`src/rtl/ring_host_pkg.sv`:
```
`default_nettype none
// +----------------------------------------------------------------------+
// | ring_host_pkg                                                        |
// | Shared constants, FSM state encoding and phase helper for ring_host. |
// | Revision: 1.0                                                        |
// +----------------------------------------------------------------------+
package ring_host_pkg;

   localparam int WORD_COUNT    = 16;
   localparam int BITS_PER_WORD = 8;
   localparam int BIT_IDX_W     = 3;
   localparam int FRAME_W       = 4;

   typedef enum logic [1:0] {
      IDLE     = 2'd0,
      WR_WAIT  = 2'd1,
      WR_SHIFT = 2'd2,
      RD_WAIT  = 2'd3
   } state_t;

   // Frame index successor, wrapping at the ring length.
   function automatic logic [FRAME_W-1:0] frame_inc(input logic [FRAME_W-1:0] f,
                                                    input int                 wc);
      if (f == FRAME_W'(wc - 1)) return '0;
      return f + 1'b1;
   endfunction

endpackage
`default_nettype wire

```
`src/rtl/ring_phase_counter.sv`:
```
`default_nettype none
// +----------------------------------------------------------------------+
// | ring_phase_counter                                                   |
// | Tracks bit position within a word and the current word frame; runs   |
// | in lock-step with the attached ring device from the shared reset.    |
// | Revision: 1.0                                                        |
// +----------------------------------------------------------------------+
module ring_phase_counter #(
   parameter int WORD_COUNT = ring_host_pkg::WORD_COUNT
) (
   input  logic                                clk,
   input  logic                                reset,
   output logic [ring_host_pkg::BIT_IDX_W-1:0] bit_idx,
   output logic [ring_host_pkg::FRAME_W-1:0]   frame
);
   import ring_host_pkg::*;

   // Bit counter free-runs; frame advances when the bit counter wraps.
   always_ff @(posedge clk or posedge reset) begin
      if (reset) begin
         bit_idx <= '0;
         frame   <= '0;
      end else begin
         bit_idx <= bit_idx + 1'b1;
         if (bit_idx == BIT_IDX_W'(BITS_PER_WORD - 1)) begin
            frame <= frame_inc(frame, WORD_COUNT);
         end
      end
   end

endmodule
`default_nettype wire

```
`src/rtl/ring_host.sv`:
```
`default_nettype none
// +----------------------------------------------------------------------+
// | ring_host                                                            |
// | Host controller for a recirculating serial ring buffer: serialises   |
// | writes into a word's frame and captures reads from the device byte.  |
// | Revision: 1.0                                                        |
// +----------------------------------------------------------------------+
module ring_host #(
   parameter int WORD_COUNT = ring_host_pkg::WORD_COUNT
) (
   input  logic       clk,
   input  logic       reset,
   input  logic       wr_valid,
   output logic       wr_ready,
   input  logic [3:0] wr_addr,
   input  logic [7:0] wr_data,
   input  logic       rd_valid,
   output logic       rd_ready,
   input  logic [3:0] rd_addr,
   output logic       rd_data_valid,
   output logic [7:0] rd_data,
   output logic       ser_write,
   output logic       ser_din,
   input  logic [7:0] dev_out,
   output logic [3:0] frame,
   output logic [2:0] bit_idx
);
   import ring_host_pkg::*;

   state_t     state;
   logic [3:0] addr_q;
   logic [7:0] data_q;
   logic [3:0] frame_next;
   logic [2:0] next_bit;
   logic       last_bit;
   logic       wr_fire;
   logic       rd_fire;
   logic       slot_next_new;
   logic       slot_next_held;
   logic       rd_hit;

   ring_phase_counter #(
      .WORD_COUNT (WORD_COUNT)
   ) u_phase (
      .clk     (clk),
      .reset   (reset),
      .bit_idx (bit_idx),
      .frame   (frame)
   );

   assign wr_ready   = (state == IDLE);
   assign rd_ready   = (state == IDLE) && !wr_valid;
   assign wr_fire    = wr_valid && wr_ready;
   assign rd_fire    = rd_valid && rd_ready;
   assign frame_next = frame_inc(frame, WORD_COUNT);
   assign next_bit   = bit_idx + 3'd1;
   assign last_bit   = (bit_idx == 3'd7);

   // ser_write/ser_din are registered, so the shift is launched one edge
   // early: the cycle before the target frame's bit 0.
   assign slot_next_new  = last_bit && (frame_next == wr_addr);
   assign slot_next_held = last_bit && (frame_next == addr_q);

   // The device presents word k on dev_out during frame k+1.
   assign rd_hit = (bit_idx == 3'd0) && (frame == frame_inc(addr_q, WORD_COUNT));

   // Request FSM with registered serial and read-completion outputs.
   always_ff @(posedge clk or posedge reset) begin
      if (reset) begin
         state         <= IDLE;
         addr_q        <= '0;
         data_q        <= '0;
         ser_write     <= 1'b0;
         ser_din       <= 1'b0;
         rd_data       <= '0;
         rd_data_valid <= 1'b0;
      end else begin
         rd_data_valid <= 1'b0;
         case (state)
            IDLE: begin
               if (wr_fire) begin
                  addr_q <= wr_addr;
                  data_q <= wr_data;
                  if (slot_next_new) begin
                     state     <= WR_SHIFT;
                     ser_write <= 1'b1;
                     ser_din   <= wr_data[7];
                  end else begin
                     state <= WR_WAIT;
                  end
               end else if (rd_fire) begin
                  addr_q <= rd_addr;
                  state  <= RD_WAIT;
               end
            end
            WR_WAIT: begin
               if (slot_next_held) begin
                  state     <= WR_SHIFT;
                  ser_write <= 1'b1;
                  ser_din   <= data_q[7];
               end
            end
            WR_SHIFT: begin
               if (last_bit) begin
                  state     <= IDLE;
                  ser_write <= 1'b0;
                  ser_din   <= 1'b0;
               end else begin
                  // MSB first: bit position b carries data bit 7-b (= ~b).
                  ser_din <= data_q[~next_bit];
               end
            end
            RD_WAIT: begin
               if (rd_hit) begin
                  rd_data       <= dev_out;
                  rd_data_valid <= 1'b1;
                  state         <= IDLE;
               end
            end
            default: state <= IDLE;
         endcase
      end
   end

endmodule
`default_nettype wire

```
`config.mk`:
```
export PLATFORM = sky130hd
export DESIGN_NAME = ring_host
export DESIGN_NICKNAME = d
export VERILOG_FILES = /design/src/rtl/ring_host_pkg.sv /design/src/rtl/ring_phase_counter.sv /design/src/rtl/ring_host.sv
export SDC_FILE = /design/constraint.sdc
export NUM_CORES = 1
export LEC_CHECK = 0
export ABC_AREA = 1
export BUFFER_PORTS_ARGS = -buffer_cell sky130_fd_sc_hd__buf_2
export CAP_MARGIN = 20
export CORE_MARGIN = 2
export CORE_UTILIZATION = 54
export CTS_BUF_LIST = sky130_fd_sc_hd__clkbuf_4 sky130_fd_sc_hd__clkbuf_8
export DETAILED_ROUTE_END_ITERATION = 6
export PLACE_DENSITY = 0.92
export SLEW_MARGIN = 10
export SYNTH_ARGS = -nofsm -noshare
export SYNTH_HDL_FRONTEND = slang
export SYNTH_SLANG_ARGS = --single-unit
export TNS_END_PERCENT = 10
```
`constraint.sdc`:
```
create_clock -name clk -period 2 [get_ports clk]
set_clock_uncertainty 0.05 [all_clocks]
set_input_delay 0 -clock clk [delete_from_list [all_inputs] [get_ports clk]]
set_output_delay 0 -clock clk [all_outputs]
set_load 0.01 [all_outputs]
```
# == Word-level counts from Yosys, hierarchy flattened ==
# Cells that the tools add are included.
# word_totals
wordCells,77
regBits,32
input_bits,28
# op_classes
reduce_logical,17
bitwise,1
eq_ne,15
mux,31
n_lt_le_gt_ge,1
n_addsub,3
# op_table
operator,n
two-way mux 4 bit,7
two-way mux 1 bit,14
equality test 4 bit,3
two-way mux 2 bit,6
adder 4 x 1 -> 4 bit (second input constant),2
equality test 4 bit (second input constant),2
case mux 2 bit (4 select lines),1
AND reduction 4 bit,2
logical AND 1 bit,6
inequality test 2 bit (second input constant),3
case mux 1 bit (3 select lines),2
AND reduction 2 bit,3
AND reduction 5 bit,1
equality test 2 bit (second input constant),2
less-than comparator 3 x 4 -> 1 bit (second input constant),1
inequality test 2 x 1 -> 1 bit (second input constant),2
adder 3 x 1 -> 3 bit (second input constant),1
binary-select mux 1 bit (select 3 bit),1
equality test 3 bit (second input constant),1
zero test 3 bit,1
inequality test 3 x 1 -> 1 bit (second input constant),1
NOT 3 bit,1
nonzero test 3 bit,1
equality test 2 x 1 -> 1 bit (second input constant),1
3 further kinds,3

# == Logic depth before layout (Yosys ltp) ==
# Gate-level depths: netlist (run 1).
# depth
depth_word,8
ltp_mapped,15
depth_no_buf,15

# == Cells and area by module ==
# Synthesis (run 1) repeated with hierarchy kept, for this count alone.
# unflattened
hier_cells,267
hier_area_um2,1991.9
# modules_own_cells
mod,cells_each,n_inst,area_each_um2
ring_host,237,1,1680.4
ring_phase_counter,30,1,311.5

# == Worst setup path before layout (run 1) ==
# No wires, ideal clock.
# synth_timing
kind,register to register
from,register u_phase.frame[0] (netlist bit)
to,register ser_write
required_ps,1830
n_path_buf,0
slack_ps,217
stages_incl_launch_ff,12
setup_ps,120
arrival_ps,1612
period_less_slack_ps,1783
cell_sequence,dfrtp_1 > ha_1 > inv_1 > or2_2 > nand3_1 > nor2_2 > nand3_2 > nand2_2 > nand3_2 > clkinv_1 > nand3_1 > nand2_1
# synth_between
elab_chain_cells,7
elab_cells_between_ends,11
classes_between,1 x add/sub; 5 x eq/ne; 2 x mux; 3 x reduce/logical
# synth_rtl
item,line_no,source
from (decl),ring_phase_counter.sv:14,output logic [ring_host_pkg::FRAME_W-1:0] frame
from (signal assigned),ring_phase_counter.sv:26,"frame <= frame_inc(frame, WORD_COUNT);"
branches (longest 2 deep; another with adder 4 x 1 -> 4 bit),-,
two-way mux 4 bit (*),ring_host_pkg.sv:25,return f + 1'b1;
net frame_next[1],ring_host.sv:33,logic [3:0] frame_next;
"equality test 4 bit, on equally long branches","ring_host.sv:62, ring_host.sv:61",
"logical AND 1 bit, on equally long branches","ring_host.sv:62, ring_host.sv:61",
inequality test 2 bit (no line) / inequality test 2 x 1 -> 1 bit (equally long branches),-,
AND reduction 5 bit (no line) (*),-,
to (signal assigned),ring_host.sv:73,ser_write <= 1'b0;
to (signal assigned),ring_host.sv:86,ser_write <= 1'b1;
to (signal assigned),ring_host.sv:99,ser_write <= 1'b1;
to (decl),ring_host.sv:22,"output logic ser_write,"
# Mark *: on every way through the listed nets, which the timed path passes.
# A chain may end at the register's enable or synchronous reset.

# == Worst setup path in the final report (run 1) ==
# layout_timing
from,register u_phase.bit_idx[0] (netlist bit)
to,register rd_data[3]
# layout_between
elab_chain_cells,3
# layout_rtl
item,line_no,source
from (decl),ring_phase_counter.sv:13,"output logic [ring_host_pkg::BIT_IDX_W-1:0] bit_idx,"
from (signal assigned),ring_phase_counter.sv:24,bit_idx <= bit_idx + 1'b1;
zero test 3 bit,ring_host.sv:65,"assign rd_hit = (bit_idx == 3'd0) && (frame == frame_inc(addr_q, WORD_COUNT));"
logical AND 1 bit,ring_host.sv:65,
AND reduction 2 bit (no line),-,
to (signal assigned),ring_host.sv:115,rd_data <= dev_out;
to (decl),ring_host.sv:21,"output logic [7:0] rd_data,"
# No other way between the ends.

==> flow_metrics.env, run 1 <==
export IMPL_clkTransAtPathRegs_ps=100
export IMPL_maxCapViolations=0
export IMPL_setup_ws_ps=54.6
export IMPL_ys_ff_latch=32
export IMPL_setup_viol=0
export IMPL_hold_viol=0
export IMPL_route_detailed_drc=0
export IMPL_m1WireLength_um=1970
export IMPL_clock_latency_ps=340
export IMPL_slew_violations=0
export IMPL_fmaxAchievable_mhz=514
export IMPL_tns_ps=0
export IMPL_cts_htree_levels=2
export IMPL_dp_slack_ps=69.5
export IMPL_drive_above_1_share=0.249
export IMPL_met2_length_um=2670
export IMPL_leakage_nw=1.34
export IMPL_synth_cell_types=23
export IMPL_status="complete, no violations"
export IMPL_via_per_inst=5.29
export IMPL_worstPathRequired_ps=2220
export IMPL_p_per_area_nw_per_um2=1020
export IMPL_yosysMostFrequentCell="nand2_1"
export IMPL_cts_sinks=32
export IMPL_async_reset_ff_frac=1.00
export IMPL_gp_congestion=0.893
export IMPL_syn_nets=288
export IMPL_dr_pass1_iters=5
export IMPL_row_count=21
export IMPL_power_total_mw=2.56
export IMPL_io_buffer_count=47
export IMPL_cts_buffer_depth=2
export IMPL_grt_max_degree=33
export IMPL_num_vias=2032
export IMPL_synthTopCellsByCount="96 x nand2_1, 32 x dfrtp_1, 28 x inv_1, 23 x nand3_1, 18 x nor2_1"
export IMPL_ys_seq_area_frac=0.436
export IMPL_end_kind="flip-flop"
export IMPL_dr_first_iter_drc_count=157
export IMPL_r2r_slack_ps=50
export IMPL_hold_slack_ps=249
export IMPL_grtUsageTotal=0.272
export IMPL_coreArea_um2=3310
export IMPL_synthCells=251
export IMPL_dpl_hpwl_um=3350
export IMPL_max_slew_worst_pin_slew_ps=394
export IMPL_start_util=0.555
export IMPL_synth_area_leader_cell="dfrtp_1"
export IMPL_hold_class="in2async"
export IMPL_yosysWarnings=0
export IMPL_drt_wl_total_um=5150
export IMPL_min_period_ps=1950
export IMPL_period_share=0.973
export IMPL_crit_type="reg2reg"
export IMPL_syn2layout_area_growth_pct=36.9
export IMPL_avgSynthCellArea_um2=7.32
export IMPL_crit_fanout=9
export IMPL_synth_area_um2=1840
export IMPL_ios=48
export IMPL_fin_nets=374
export IMPL_gr_total_overflow=0
export IMPL_die_w_um=62.3
export IMPL_die_area_um2=3880
export IMPL_startpoint_type="flip-flop"
export IMPL_synth_enable_flop_cells=0
export IMPL_wl_per_cell_um=13.4
export IMPL_cts_tree="built"
export IMPL_die_h_um=62.3
export IMPL_dpl_instance_area_um2=2160
export IMPL_ys_flop_type="dfrtp_1"
export IMPL_cp_arrival_ps=2170
export IMPL_top_layer_used="met4"
export IMPL_synth_top_cell_area_share=0.436
export IMPL_synthTopCellsByArea="dfrtp_1 44%, nand2_1 20%, nand3_1 6.3%, ha_1 6.1%, inv_1 5.7%"
export IMPL_stdcell_area_um2=2510
export IMPL_met3_length_um=353
export IMPL_fillCellCount=243
export IMPL_ant_nets=0
export IMPL_max_vdd_ir_drop_uv=872
export IMPL_rsz0062_at_grt="yes"
export IMPL_grt_pass1_wl_um=8360
export IMPL_antenna_cells=0
export IMPL_root_buffer="clkbuf_4"
export IMPL_antenna_found_initial=0
export IMPL_relSlewSlack=0.737
export IMPL_cts_made_buffers=5
export IMPL_grt_pass1_vias=1960
[placed cells by master (no fill, tap or decap)]
master / netlist / routed
nand2_1: 96 / 96
buf_2: 1 / 47
dfrtp_1: 32 / 31
inv_1: 28 / 27
dlygate4sd3_1: 0 / 27
nand3_1: 23 / 23
nor2_1: 18 / 17
o21ai_0: 10 / 10
nand2_2: 8 / 8
ha_1: 9 / 8
clkbuf_4: 0 / 7
buf_4: 0 / 6
nand3_2: 4 / 4
inv_2: 3 / 3
nor2_2: 2 / 3
o22ai_1: 3 / 3
a21oi_1: 3 / 3
nand4_1: 2 / 2
o21ai_1: 2 / 2
xor2_1: 1 / 1
o211ai_1: 1 / 1
a21oi_2: 1 / 1
or2_2: 1 / 1
clkinv_1: 1 / 1
a21o_1: 1 / 1
a21boi_0: 1 / 1
inv_4: 0 / 1
ha_2: 0 / 1
clkbuf_8: 0 / 1
dfrtp_2: 0 / 1
[power breakdown]
group	leakage, nW	internal (mW)	switching (mW)	total [mW]
clock network	0.0394	0.201	0.216	0.416
registers	0.368	0.830	0.164	0.994
logic	0.931	0.456	0.696	1.15
total	1.34	1.49	1.08	2.56
[state kept, by name (all words and copies together) (netlist names)]
signal           flops
addr_q               4
data_q               8
rd_data              8
rd_data_valid        1
ser_din              1
ser_write            1
state                2
u_phase.bit_idx      3
u_phase.frame        4
[layout make-up]
| class | count | area, um2 | share of cell area |
|---|---|---|---|
| clock buffer | 8 | 66.3 | 0.0264 |
| inverter | 32 | 123 | 0.0488 |
| timing repair buffer | 80 | 551 | 0.219 |
| multi-input combinational | 186 | 916 | 0.364 |
| sequential | 32 | 802 | 0.319 |
| tap | 46 | 57.6 | 0.0229 |
[logic make-up after synthesis]
group           synth area share
xor+xnor                 0.00477
simple gates               0.362
fa+ha+maj                 0.0613
compound gates            0.0681
flops                      0.436
buf+inv                   0.0681
[layer usage]
layer  global-route usage  vias up
li1                     -      960
met1                0.311      950
met2                0.490      101
met3               0.0471       21
met4                0.136        0
met5                    0        -
[path summary, 6_finish.rpt]
check | start | to | cells after the start
max reg2reg | u_phase.bit_idx[0] | rd_data[3] | 12
min in group clk | wr_data[1] | data_q[1] | 4
max | u_phase.bit_idx[0] | rd_data[3] | 12
max in group asynchronous | reset | u_phase.bit_idx[0] | 4
min | reset | data_q[1] | 4
min reg2reg | rd_data[5] | rd_data[5] | 2
[timing repair]
item,4_1_cts,5_1_grt
hold endpoints to repair,52,0
buffers inserted,0,1
gates resized for setup,0,5
endpoints found under the setup margin,0,13
hold buffers,27,0
[stage by stage]
stage / instances / util
after floorplan: 251 / -
after global routing: 384 / 0.760
final: 384 / 0.760
after CTS: 383 / 0.755
after detailed placement: 348 / 0.653
after global placement: 348 / 0.653
[critical path: stages (launching register included)]
cell     delay, ps
dfrtp_2        430
inv_1          150
ha_1           160
inv_1           30
nor2_1          90
nand2_1         90
nor2_1         130
nand3_1        100
nor2_2         130
nand3_2        230
inv_4          170
nand2_1         70
nand2_1         60
No activity file was read; power rests on OpenSTA's default activity.
==> run 2, diff against run 1 <==
==> constraint.sdc (replaced) <==
create_clock -name clk -period 2 [get_ports clk]
set_clock_uncertainty 0.05 [all_clocks]
set_input_delay 0.3 -clock clk [delete_from_list [all_inputs] [get_ports clk]]
set_output_delay 0.3 -clock clk [all_outputs]
set_load 0.01 [all_outputs]
==> run 2 against run 1 <==
Compared with the run above:
- die area is the same
- design area decreased by 10%
- sequential share of layout area grew 3.6 points
- critical endpoint is now rd_ready
- register-to-register slack improved by 110 ps
- count of clock-buffer cells in the layout is the same
==> flow_metrics.env, run 2 (synthesis gave the netlist of run 1 again) <==
export IMPL_slowest_delay_ps=430
export IMPL_crit_fanout=5
export IMPL_hold_class="in2reg"
export IMPL_start_util=0.555
export IMPL_crit_type="reg2out"
export IMPL_crit_top_cell="inv_1"
export IMPL_row_count=21
export IMPL_reg2reg_depth=12
export IMPL_hold_viol=0
export IMPL_r2r_end="rd_data[7]"
export IMPL_relSlewSlack=0.728
export IMPL_p_per_area_nw_per_um2=1100
export IMPL_tns_ps=0
export IMPL_top_regs="data_q x8, rd_data x8"
export IMPL_gr_total_overflow=0
export IMPL_grt_max_degree=33
export IMPL_cts_made_buffers=5
export IMPL_path_delay_family="flip-flops"
export IMPL_hold_depth=3
export IMPL_fillCellCount=292
export IMPL_end_kind="primary output"
export IMPL_ios=48
export IMPL_dr_pass1_iters=7
export IMPL_dpl_hpwl_um=3350
export IMPL_maxCapViolations=0
export IMPL_dr_first_iter_drc_count=146
export IMPL_grtUsageTotal=0.237
export IMPL_die_h_um=62.3
export IMPL_setup_viol=0
export IMPL_drt_wl_total_um=4330
export IMPL_cts_buffer_depth=2
export IMPL_cp_num_buf_inv=3
export IMPL_slowest_stage="dfrtp_1"
export IMPL_startpoint_type="flip-flop"
export IMPL_grt_pass1_wl_um=7320
export IMPL_fin_nets=348
export IMPL_num_vias=1808
export IMPL_antenna_cells=0
export IMPL_hold_slack_ps=101
export IMPL_power_total_mw=2.48
export IMPL_syn2layout_area_growth_pct=22.9
export IMPL_antenna_found_initial=0
export IMPL_min_period_ps=1860
export IMPL_route_detailed_drc=0
export IMPL_fin_util=0.682
export IMPL_clkTransAtPathRegs_ps=100
export IMPL_drive_above_1_share=0.272
export IMPL_slew_violations=0
export IMPL_cts_htree_levels=2
export IMPL_fmaxAchievable_mhz=538
export IMPL_holdCritStartpoint="wr_data[4]"
export IMPL_io_buffer_count=47
export IMPL_via_per_inst=5.05
export IMPL_period_share=0.930
export IMPL_die_area_um2=3880
export IMPL_clock_latency_ps=330
export IMPL_cp_arrival_ps=1510
export IMPL_final_cell_mix="96 x nand2_1, 47 x buf_2, 31 x dfrtp_1"
export IMPL_r2r_start="u_phase.bit_idx[0]"
export IMPL_wl_per_cell_um=12.1
export IMPL_worstPathRequired_ps=1650
export IMPL_cts_tree="built"
export IMPL_holdPathEnd="data_q[4]"
export IMPL_max_vdd_ir_drop_uv=870
export IMPL_die_w_um=62.3
export IMPL_leakage_nw=1.23
export IMPL_grt_pass1_vias=1693
export IMPL_ant_nets=0
export IMPL_cts_sinks=32
export IMPL_status="complete, no violations"
export IMPL_gp_congestion=0.893
export IMPL_final_common_cell="nand2_1"
export IMPL_root_buffer="clkbuf_4"
export IMPL_path_cells="inv_1 > ha_2 > inv_1 > nor2_2 > buf_2"
export IMPL_r2r_slack_ps=160
export IMPL_rsz0062_at_grt="yes"
export IMPL_max_slew_worst_pin_slew_ps=406
export IMPL_coreArea_um2=3310
-- run 2: final cells by class --
cell class | count | area [um2] | area share
clock buffers | 8 | 66.3 | 0.0294
inverters | 32 | 123 | 0.0543
multi-input cells | 186 | 918 | 0.407
flip-flops and latches | 32 | 802 | 0.355
well taps | 46 | 57.6 | 0.0255
repair buffers | 54 | 290 | 0.129
-- run 2: timing repair --
item,4_1_cts,5_1_grt
resized for setup,0,6
endpoints found under the hold margin,32,0
endpoints found under the setup margin,0,13
buffers inserted,0,1
hold buffers,1,0
-- run 2: power by group --
part,switching [mW],internal [mW],total (mW)
Combinational,0.651,0.426,1.08
Clock,0.213,0.200,0.413
Sequential,0.155,0.830,0.985
-- run 2: worst max path at each step --
| stage | slack (ps) | cells past startpoint | start | endpoint |
|---|---|---|---|---|
| 3_5_place_dp | 70 | 11 | u_phase.bit_idx[0] | ser_write |
| 2_1_floorplan | 220 | 11 | u_phase.frame[0] | ser_write |
| 3_3_place_gp | 150 | 11 | u_phase.bit_idx[0] | ser_write |
| 4_1_cts | 40 | 5 | state[0] | rd_ready |
| 5_1_grt | -20 | 12 | u_phase.bit_idx[0] | rd_data[7] |
| 6_report | 140 | 5 | state[0] | rd_ready |
-- run 2: per-layer routing --
| metal | wire length (um) | share of wire | vias to the layer above | GRT usage |
|---|---|---|---|---|
| met3 | 279 | 0.065 | 8 | 0.0344 |
| met1 | 1770 | 0.41 | 823 | 0.291 |
| li1 | - | - | 911 | - |
| met4 | 74 | 0.017 | 0 | 0.0833 |
| met5 | 0 | 0 | - | 0 |
| met2 | 2210 | 0.51 | 66 | 0.425 |
-- run 2: through the flow --
step | setup WS, ps | instance area [um2] | cells
after floorplan | 217 | 1840 | 251
after global placement | 146 | 2160 | 348
after detailed placement | 69.5 | 2160 | 348
after CTS | 36.8 | 2240 | 357
after global routing | -22.9 | 2260 | 358
final | 140 | 2260 | 358
-- run 2: worst register-to-register path: stages (launching register included) --
cell and delay, ps:
dfrtp_2 430, inv_1 150, ha_1 170, inv_1 30, nor2_1 80, nand2_1 50
nor2_1 90, nand3_1 90, nor2_2 120, nand3_2 220, inv_4 170, nand2_1 70
nand2_1 60
==> run 3, diff against run 2 <==
--- a/config.mk
+++ b/config.mk
@@ -5,14 +5,15 @@
 export SDC_FILE = /design/constraint.sdc
 export NUM_CORES = 1
 export LEC_CHECK = 0
-export ABC_AREA = 1
 export BUFFER_PORTS_ARGS = -buffer_cell sky130_fd_sc_hd__buf_2
 export CAP_MARGIN = 20
+export CORE_ASPECT_RATIO = 1.75
 export CORE_MARGIN = 2
 export CORE_UTILIZATION = 54
 export CTS_BUF_LIST = sky130_fd_sc_hd__clkbuf_4 sky130_fd_sc_hd__clkbuf_8
 export DETAILED_ROUTE_END_ITERATION = 6
-export PLACE_DENSITY = 0.92
+export PLACE_DENSITY = 0.93
+export SKIP_CTS_REPAIR_TIMING = 1
 export SLEW_MARGIN = 10
 export SYNTH_ARGS = -nofsm -noshare
 export SYNTH_HDL_FRONTEND = slang
==> run 3 against run 2 <==
Compared with the run above:
- fmax fell by 15%
- register-to-register slack got worse by 360 ps
- critical path depth increased by 2
- core utilization is 11 points higher
- setup slack worse by 340 ps
- the run now ends with negative setup slack left
- combinational power up 38%
==> flow_metrics.env, run 3 <==
export IMPL_status="finished with violations"
export IMPL_violations="negative setup slack"
export IMPL_grt_pass1_wl_um=7330
export IMPL_synth_area_leader_cell="dfrtp_1"
export IMPL_ys_flop_type="dfrtp_1"
export IMPL_p_sw_frac=0.363
export IMPL_dr_first_iter_drc_count=72
export IMPL_top_regs="data_q x8, rd_data x8"
export IMPL_cts_made_buffers=5
export IMPL_coreArea_um2=3110
export IMPL_syn_nets=182
export IMPL_max_slew_worst_pin_slew_ps=495
export IMPL_clkPwrFrac=0.172
export IMPL_p_int_mw=1.94
export IMPL_fmaxAchievable_mhz=455
export IMPL_synth_area_um2=1730
export IMPL_yosysWarnings=0
export IMPL_drt_wl_total_um=4570
export IMPL_startpoint_type="flip-flop"
export IMPL_gr_total_overflow=0
export IMPL_ys_ff_latch=32
export IMPL_synthTopCellsByArea="dfrtp_1 46%, mux2_2 12%, ha_1 6.5%, xnor2_1 5.6%, o22ai_1 2.9%"
export IMPL_async_reset_ff_frac=1.00
export IMPL_relSlewSlack=0.669
export IMPL_multi_input_area_um2=1010
export IMPL_final_common_cell="buf_2"
export IMPL_fillCellCount=182
export IMPL_grt_max_degree=33
export IMPL_cts_sinks=32
export IMPL_period_share=1.10
export IMPL_ys_seq_area_frac=0.464
export IMPL_num_vias=1487
export IMPL_cp_arrival_ps=2330
export IMPL_synthTopCellsByCount="32 x dfrtp_1, 19 x mux2_2, 11 x xnor2_1, 10 x nand2_1"
export IMPL_dpl_instance_area_um2=2260
export IMPL_end_kind="flip-flop"
export IMPL_row_count=27
export IMPL_p_per_area_nw_per_um2=1240
export IMPL_synth_cell_types=33
export IMPL_antenna_cells=0
export IMPL_seq_area_um2=805
export IMPL_maxCapViolations=0
export IMPL_syn2layout_area_growth_pct=42.0
export IMPL_synth_enable_flop_cells=0
export IMPL_p_comb_frac=0.490
export IMPL_stdcell_area_um2=2450
export IMPL_hold_class="in2async"
export IMPL_synth_simple_area_share=0.0950
export IMPL_pwr_share_seq=0.338
export IMPL_rsz0062_at_grt="yes"
export IMPL_min_period_ps=2200
export IMPL_io_buffer_count=47
export IMPL_cts_tree="built"
export IMPL_die_h_um=78.8
export IMPL_setup_viol=12
export IMPL_hold_viol=0
export IMPL_avgSynthCellArea_um2=11.9
export IMPL_cts_htree_levels=2
export IMPL_ios=48
export IMPL_synth_xor_area_frac=0.0761
export IMPL_dr_pass1_iters=4
export IMPL_gp_congestion=0.874
export IMPL_die_area_um2=3680
export IMPL_clkTransAtPathRegs_ps=70
export IMPL_clock_latency_ps=290
export IMPL_synth_top_family_by_area="multiplexers"
export IMPL_grt_pass1_vias=1581
export IMPL_final_cell_mix="47 x buf_2, 29 x dfrtp_1, 28 x buf_4"
export IMPL_slew_violations=0
export IMPL_start_util=0.555
export IMPL_yosys_area_share_adder=0.0653
export IMPL_drive_above_1_share=0.569
export IMPL_antenna_found_initial=0
export IMPL_max_vdd_ir_drop_uv=943
export IMPL_yosysMostFrequentCell="dfrtp_1"
export IMPL_switchingPower_mw=1.11
export IMPL_fin_util=0.788
export IMPL_fin_nets=261
export IMPL_synth_compound_area_share=0.100
export IMPL_crit_type="reg2reg"
export IMPL_wl_per_cell_um=17.0
export IMPL_worstPathRequired_ps=2130
export IMPL_cts_buffer_depth=2
export IMPL_root_buffer="clkbuf_8"
export IMPL_synthCells=145
export IMPL_synth_mux_area_frac=0.170
export IMPL_ant_nets=0
export IMPL_setup_ws_ps=-200
export IMPL_dpl_hpwl_um=3380
export IMPL_crit_fanout=2
export IMPL_tns_ps=-1300
export IMPL_via_per_inst=5.55
export IMPL_leakage_nw=1.15
export IMPL_synth_top_cell_area_share=0.464
export IMPL_dp_slack_ps=-193
export IMPL_die_w_um=46.7
export IMPL_grtUsageTotal=0.283
export IMPL_route_detailed_drc=0
-- run 3: cell types whose count changed after synthesis, sizes merged, moves of 3 or more --
cell,before,now
a31oi,0,3
clkbuf,0,3
inv,31,9
mux2,0,20
nand2,104,11
nand3,27,3
nor2,20,3
nor2b,0,4
o21ai,12,1
o22ai,3,8
xnor2,0,11
xor2,1,4
-- run 3: worst max-delay path, stage by stage (launching register included) --
cell and delay, ps:
dfrtp_2 430, ha_4 170, ha_4 260, mux4_2 480, mux2_4 280, nand2_2 60, a31oi_1 80, mux2_4 270
-- run 3: routing by layer --
layer | vias up | routed length, um | track usage
li1 | 679 | - | -
met4 | 0 | 170 | 0.150
met3 | 12 | 225 | 0.0523
met1 | 733 | 1670 | 0.318
met2 | 63 | 2500 | 0.479
met5 | - | 0 | 0
-- run 3: layout make-up --
cell class,count,area share
clock buffer,6,0.0337
clock inverter,2,0.00409
inverter,9,0.0138
multi-input combinational,100,0.412
sequential,32,0.328
tap,43,0.0220
timing repair buffer,76,0.186
-- run 3: kinds of logic (layout without fill, tap and decap cells) --
kind of cell             Yosys count  in the layout
flip-flops                        32             32
AND/OR/NAND/NOR                   28             28
XOR/XNOR                          15             15
adder cells (fa/ha/maj)            9              9
multiplexers                      24             24
buffers and inverters             13             93
AO/OA/AOI/OAI                     24             24
-- run 3: per-stage QoR --
step                std cells  hold WS [ps]  power [mW]
floorplan                 145           366        1.88
global placement          259           342        2.30
detailed placement        259           346        2.37
CTS                       267          39.7        2.90
global route              268          69.3        3.20
finish                    268          21.8        3.05
-- run 3: power by group through the flow --
stage | clock network [mW] | logic, mW | registers (mW)
after floorplan | 0 | 0.835 | 1.04
after global placement | 0 | 1.29 | 1.01
after detailed placement | 0 | 1.34 | 1.03
after CTS | 0.525 | 1.36 | 1.02
after global routing | 0.550 | 1.60 | 1.05
final | 0.525 | 1.49 | 1.03
-- run 3: path summary, 6_finish.rpt --
path                                    start            endpoint  slack (ps)  cells past startpoint
max reg2reg                u_phase.bit_idx[0]             ser_din        -200                      7
max in group asynchronous               reset  u_phase.bit_idx[0]        1570                      3
min in group clk                   dev_out[7]          rd_data[7]         190                      2
min reg2reg                        rd_data[6]          rd_data[6]         460                      1
max                        u_phase.bit_idx[0]             ser_din        -200                      7
min                                     reset       rd_data_valid          20                      3
